$ cat src/rtl/relprime_controller.sv
// Finds the smallest m >= 2 coprime to an operand n by retrying
// subtractive-Euclid gcd(n, m) for m = 2, 3, ... until the gcd is 1.
module relprime_controller #(
    parameter int WIDTH = 16
) (
    input  logic             CLK,
    input  logic             RST_N,
    input  logic             start,
    input  logic [WIDTH-1:0] register_value,
    output logic             busy,
    output logic             done,
    output logic             error,
    output logic [WIDTH-1:0] out
);

    typedef enum logic [2:0] {IDLE, LOAD, STEP, CHECK, DONE} state_t;

    state_t           state, state_nxt;
    logic [WIDTH-1:0] a, a_nxt;
    logic [WIDTH-1:0] b, b_nxt;
    logic [WIDTH-1:0] m, m_nxt;
    logic [WIDTH-1:0] n_reg, n_nxt;
    logic [WIDTH-1:0] out_nxt;
    logic             error_nxt;

    always_ff @(posedge CLK or negedge RST_N) begin
        if (!RST_N) begin
            state <= IDLE;
            a     <= '0;
            b     <= '0;
            m     <= '0;
            n_reg <= '0;
            out   <= '0;
            error <= 1'b0;
        end else begin
            state <= state_nxt;
            a     <= a_nxt;
            b     <= b_nxt;
            m     <= m_nxt;
            n_reg <= n_nxt;
            out   <= out_nxt;
            error <= error_nxt;
        end
    end

    always_comb begin
        state_nxt = state;
        a_nxt     = a;
        b_nxt     = b;
        m_nxt     = m;
        n_nxt     = n_reg;
        out_nxt   = out;
        error_nxt = error;
        busy      = (state != IDLE);
        done      = (state == DONE);
        case (state)
            IDLE: begin
                if (start) begin
                    n_nxt     = register_value;
                    m_nxt     = WIDTH'(2);
                    error_nxt = 1'b0;
                    if (register_value == '0) begin
                        error_nxt = 1'b1;
                        out_nxt   = '0;
                        state_nxt = DONE;
                    end else begin
                        state_nxt = LOAD;
                    end
                end
            end
            LOAD: begin
                a_nxt     = n_reg;
                b_nxt     = m;
                state_nxt = STEP;
            end
            // Subtractions are guarded by the magnitude compare, so never underflow.
            STEP: begin
                if (a == b)     state_nxt = CHECK;
                else if (a > b) a_nxt = a - b;
                else            b_nxt = b - a;
            end
            CHECK: begin
                if (a == WIDTH'(1)) begin
                    out_nxt   = m;
                    state_nxt = DONE;
                end else if (m == '1) begin
                    error_nxt = 1'b1;
                    out_nxt   = '0;
                    state_nxt = DONE;
                end else begin
                    m_nxt     = m + WIDTH'(1);
                    state_nxt = LOAD;
                end
            end
            DONE:    state_nxt = IDLE;
            default: state_nxt = IDLE;
        endcase
    end

endmodule

$ cat config.mk
export PLATFORM = sky130hd
export DESIGN_NAME = relprime_controller
export DESIGN_NICKNAME = d
export VERILOG_FILES = /design/src/rtl/relprime_controller.sv
export SDC_FILE = /design/constraint.sdc
export NUM_CORES = 1
export LEC_CHECK = 0
export CELL_PAD_IN_SITES_DETAIL_PLACEMENT = 0
export CELL_PAD_IN_SITES_GLOBAL_PLACEMENT = 1
export CORE_MARGIN = 4
export CORE_UTILIZATION = 41
export DETAILED_ROUTE_END_ITERATION = 8
export PLACE_DENSITY = 0.85
export SYNTH_ARGS = -nofsm -noshare
export SYNTH_HDL_FRONTEND = slang
export SYNTH_SLANG_ARGS = --single-unit
$ cat constraint.sdc
create_clock -name CLK -period 2.2 [get_ports CLK]
set_clock_uncertainty 0.15 [all_clocks]
set_input_delay 0.66 -clock CLK [delete_from_list [all_inputs] [get_ports CLK]]
set_output_delay 0.66 -clock CLK [all_outputs]
set_load 0.02 [all_outputs]
==> results of run 1 <==
-- worst max-delay path: stages (launching register included) --
cell and delay [ps]:
dfrtp_1 370, inv_1 90, ha_4 310, nand4_4 150
or4_4 580, and2_4 190, a31oi_4 230, buf_6 180
a21o_1 100, a2bb2oi_1 170
-- cell type report --
class | instances | area [um2]
Multi-Input combinational cell | 483 | 3830
Clock inverter | 5 | 60.1
Fill cell | 941 | 4720
Antenna cell | 1 | 2.50
Sequential cell | 84 | 2110
Tap cell | 176 | 220
Timing Repair Buffer | 213 | 1850
Inverter | 40 | 150
Clock buffer | 11 | 253
-- power breakdown --
| group | leakage [uW] | switching [uW] | internal, uW |
|---|---|---|---|
| clock network | 0.000152 | 635 | 944 |
| registers | 0.00107 | 438 | 2080 |
| logic | 0.00267 | 6530 | 5940 |
-- cell families (layout without fill, tap and decap cells) --
logic type,after synthesis,in the layout,synth area share (%)
AND/OR/NAND/NOR,247,247,21.7
AO/OA/AOI/OAI,164,166,20.0
flip-flops,84,84,38.2
buffers and inverters,77,269,6.14
adder cells (fa/ha/maj),34,34,8.00
XOR/XNOR,29,29,4.62
multiplexers,7,7,1.30
other,0,1,0
-- routing by layer --
metal  part of all wire (%)  up-vias  wire, um  global-route usage [%]
li1                       -     2627         -                       -
met1                     39     2932      7930                    32.6
met2                     49      295      9960                    43.6
met3                    7.1       77      1440                    4.45
met4                    4.6        0       938                    11.8
met5                      0        -         0                       0
-- worst max path at each step --
stage	from	to	cells after the start
finish	a[8]	b[11]	9
global route	a[8]	b[11]	9
CTS	b[2]	b[10]	8
detailed placement	register_value[10]	out[1]	8
global placement	register_value[10]	out[15]	8
floorplan	a[13]	b[8]	9
-- cell usage in the layout, fill, tap and decap left out, drive strengths merged, types with 12 or more instances in the layout --
cell / Yosys / layout
nand3: 17 / 17
ha: 32 / 32
clkdlybuf4s50: 0 / 21
nand4: 14 / 14
a21oi: 53 / 53
dlygate4sd2: 0 / 13
nor2: 53 / 53
clkbuf: 14 / 12
nand2: 98 / 98
dfrtp: 84 / 84
inv: 40 / 40
buf: 23 / 177
a31oi: 13 / 13
a21o: 13 / 13
a22o: 16 / 16
o21ai: 26 / 28
xor2: 19 / 19
-- synth_stat cells, types with 3 or more instances --
cell	instances
a21boi_0	3
and3_1	10
dfrtp_1	84
a22o_1	16
ha_1	32
xor2_1	19
and4_1	5
a21o_1	13
mux2i_1	6
clkbuf_1	14
a31oi_1	12
or4_1	4
nor3_1	6
buf_2	15
nor3b_1	4
xnor2_1	10
nand2b_1	8
a21oi_1	51
and2_1	9
o21ai_0	25
nand2_1	98
nand3_1	17
inv_1	40
buf_4	4
o21bai_1	4
o211ai_1	4
nor4_1	7
a211oi_1	7
o221ai_1	3
nand4_1	13
a2111oi_0	3
nor2_1	53
-- timing repair --
item | CTS | global route
hold endpoints to repair | 0 | 0
resized for setup | 126 | 70
pin swaps | 42 | 38
gates cloned | 4 | 3
buffers inserted | 11 | 12
endpoints found under the setup margin | 66 | 66
-- stage by stage --
step | TNS [ps] | cell area (um2) | utilization, % | total power (uW)
after floorplan | -4390 | 5570 | - | 7790
after global placement | -17440 | 7130 | 54.1 | 11300
after detailed placement | -19750 | 7130 | 54.1 | 11500
after CTS | -5680 | 8070 | 61.2 | 14900
after global routing | -14880 | 8470 | 64.2 | 17400
final | -10970 | 8470 | 64.2 | 16600
==> results_dict.tcl, run 1 <==
set metrics [dict create \
    drive_gt1_share_pct 37.7 \
    dieWidth_um 124 \
    htree_levels 3 \
    regToRegSetupSlack_ps -410 \
    ir_worst_vdd_v 0.000929 \
    slew_headroom_pct 66.2 \
    nets 884 \
    hp-class "primary input to async pin" \
    cts.path.max_buffers 2 \
    num_vias 5931 \
    cp.required_ps 2310 \
    outcome "finished with violations" \
    netlist_instances 642 \
    synth_nets 695 \
    yosys_register_bits 84 \
    dp_slack_ps -561 \
    clock_latency_ps 340 \
    synth_cell_type_count 63 \
    dp_hpwl_um 13200 \
    ys.flop_type "dfrtp_1" \
    finalCritPeriodShare_pct 119 \
    cts_tree "done" \
    cp.arrival_ps 2720 \
    area_growth_pct 54.0 \
    totalWireLength_um 20300 \
    violations "setup timing" \
    grt_overflow 0 \
    core_mm2 0.0132 \
    tightest_slew_ps 504 \
    critical_path_class "flop to flop" \
    synth-async-reset-ratio_pct 100 \
    vias_per_cell 5.85 \
    drtIter0Drc 401 \
    cts_inserted_buffers 9 \
    drt.antenna.violating_nets 0 \
    die_h_um 124 \
    critical_path.max_fanout 7 \
    cts_root_buf "clkbuf_16" \
    dpl.cell_count 969 \
    num_rows 42 \
    max_cap_violations 0 \
    drt_pass1_iterations 5 \
    synth_top_area_share_pct 38.2 \
    gp_congestion 0.902 \
    drc 0 \
    grt_pass1_vias 5953 \
    synth_top_area_cell "dfrtp_1" \
    io_buffer_count 37 \
    wl_per_cell_um 20.0 \
    r2r_end "b[11]" \
    critPathLaunchType "flop" \
    final_max_slew_viol_count 0 \
    p_leak_uw 0.00389 \
    io_pins 38 \
    netlist_area_mm2 0.00550 \
    clk_pin_slew_ps 70 \
    synth.avg_cell_area_um2 8.57 \
    grt_max_degree 37 \
    finalHoldViolCount 0 \
    dieArea_mm2 0.0153 \
    powerDensity_mw_per_mm2 1950 \
    fmax_ghz 0.383 \
    grt_pass1_wl_um 30700 \
    synth-edff-count 0 \
    rsz0062_at_grt "yes" \
    holdWs_ps 21.8 \
    timing.rr.start "a[8]" \
    end_kind "flop" \
    reg2reg_depth 9 \
    yosysWarnings 0 \
    ys_top_cells_by_area "dfrtp_1, ha_1, nand2_1" \
    postCtsHoldBufs 0 \
    setup_viol 58 \
    grt_util_all_layers_pct 25.9 \
    grt_antenna_before_repair 1 \
    cts_sinks 84 \
    min_period_ps 2610 \
    timing.final.ws_setup_ps -409 \
    ys_seq_area_share_pct 38.2 \
    start_util_pct 41.7 \
    fin_cells 1013 \
]
Note: power is estimated with default switching activity, not from simulation.
==> run 2, diff against run 1 <==
--- a/config.mk
+++ b/config.mk
@@ -11,6 +11,7 @@
 export CORE_UTILIZATION = 41
 export DETAILED_ROUTE_END_ITERATION = 8
 export PLACE_DENSITY = 0.85
+export SLEW_MARGIN = 15
 export SYNTH_ARGS = -nofsm -noshare
 export SYNTH_HDL_FRONTEND = slang
 export SYNTH_SLANG_ARGS = --single-unit
==> results of run 2 <==
Same layout as run 1: the final DEF is identical, and so are final timing and power.
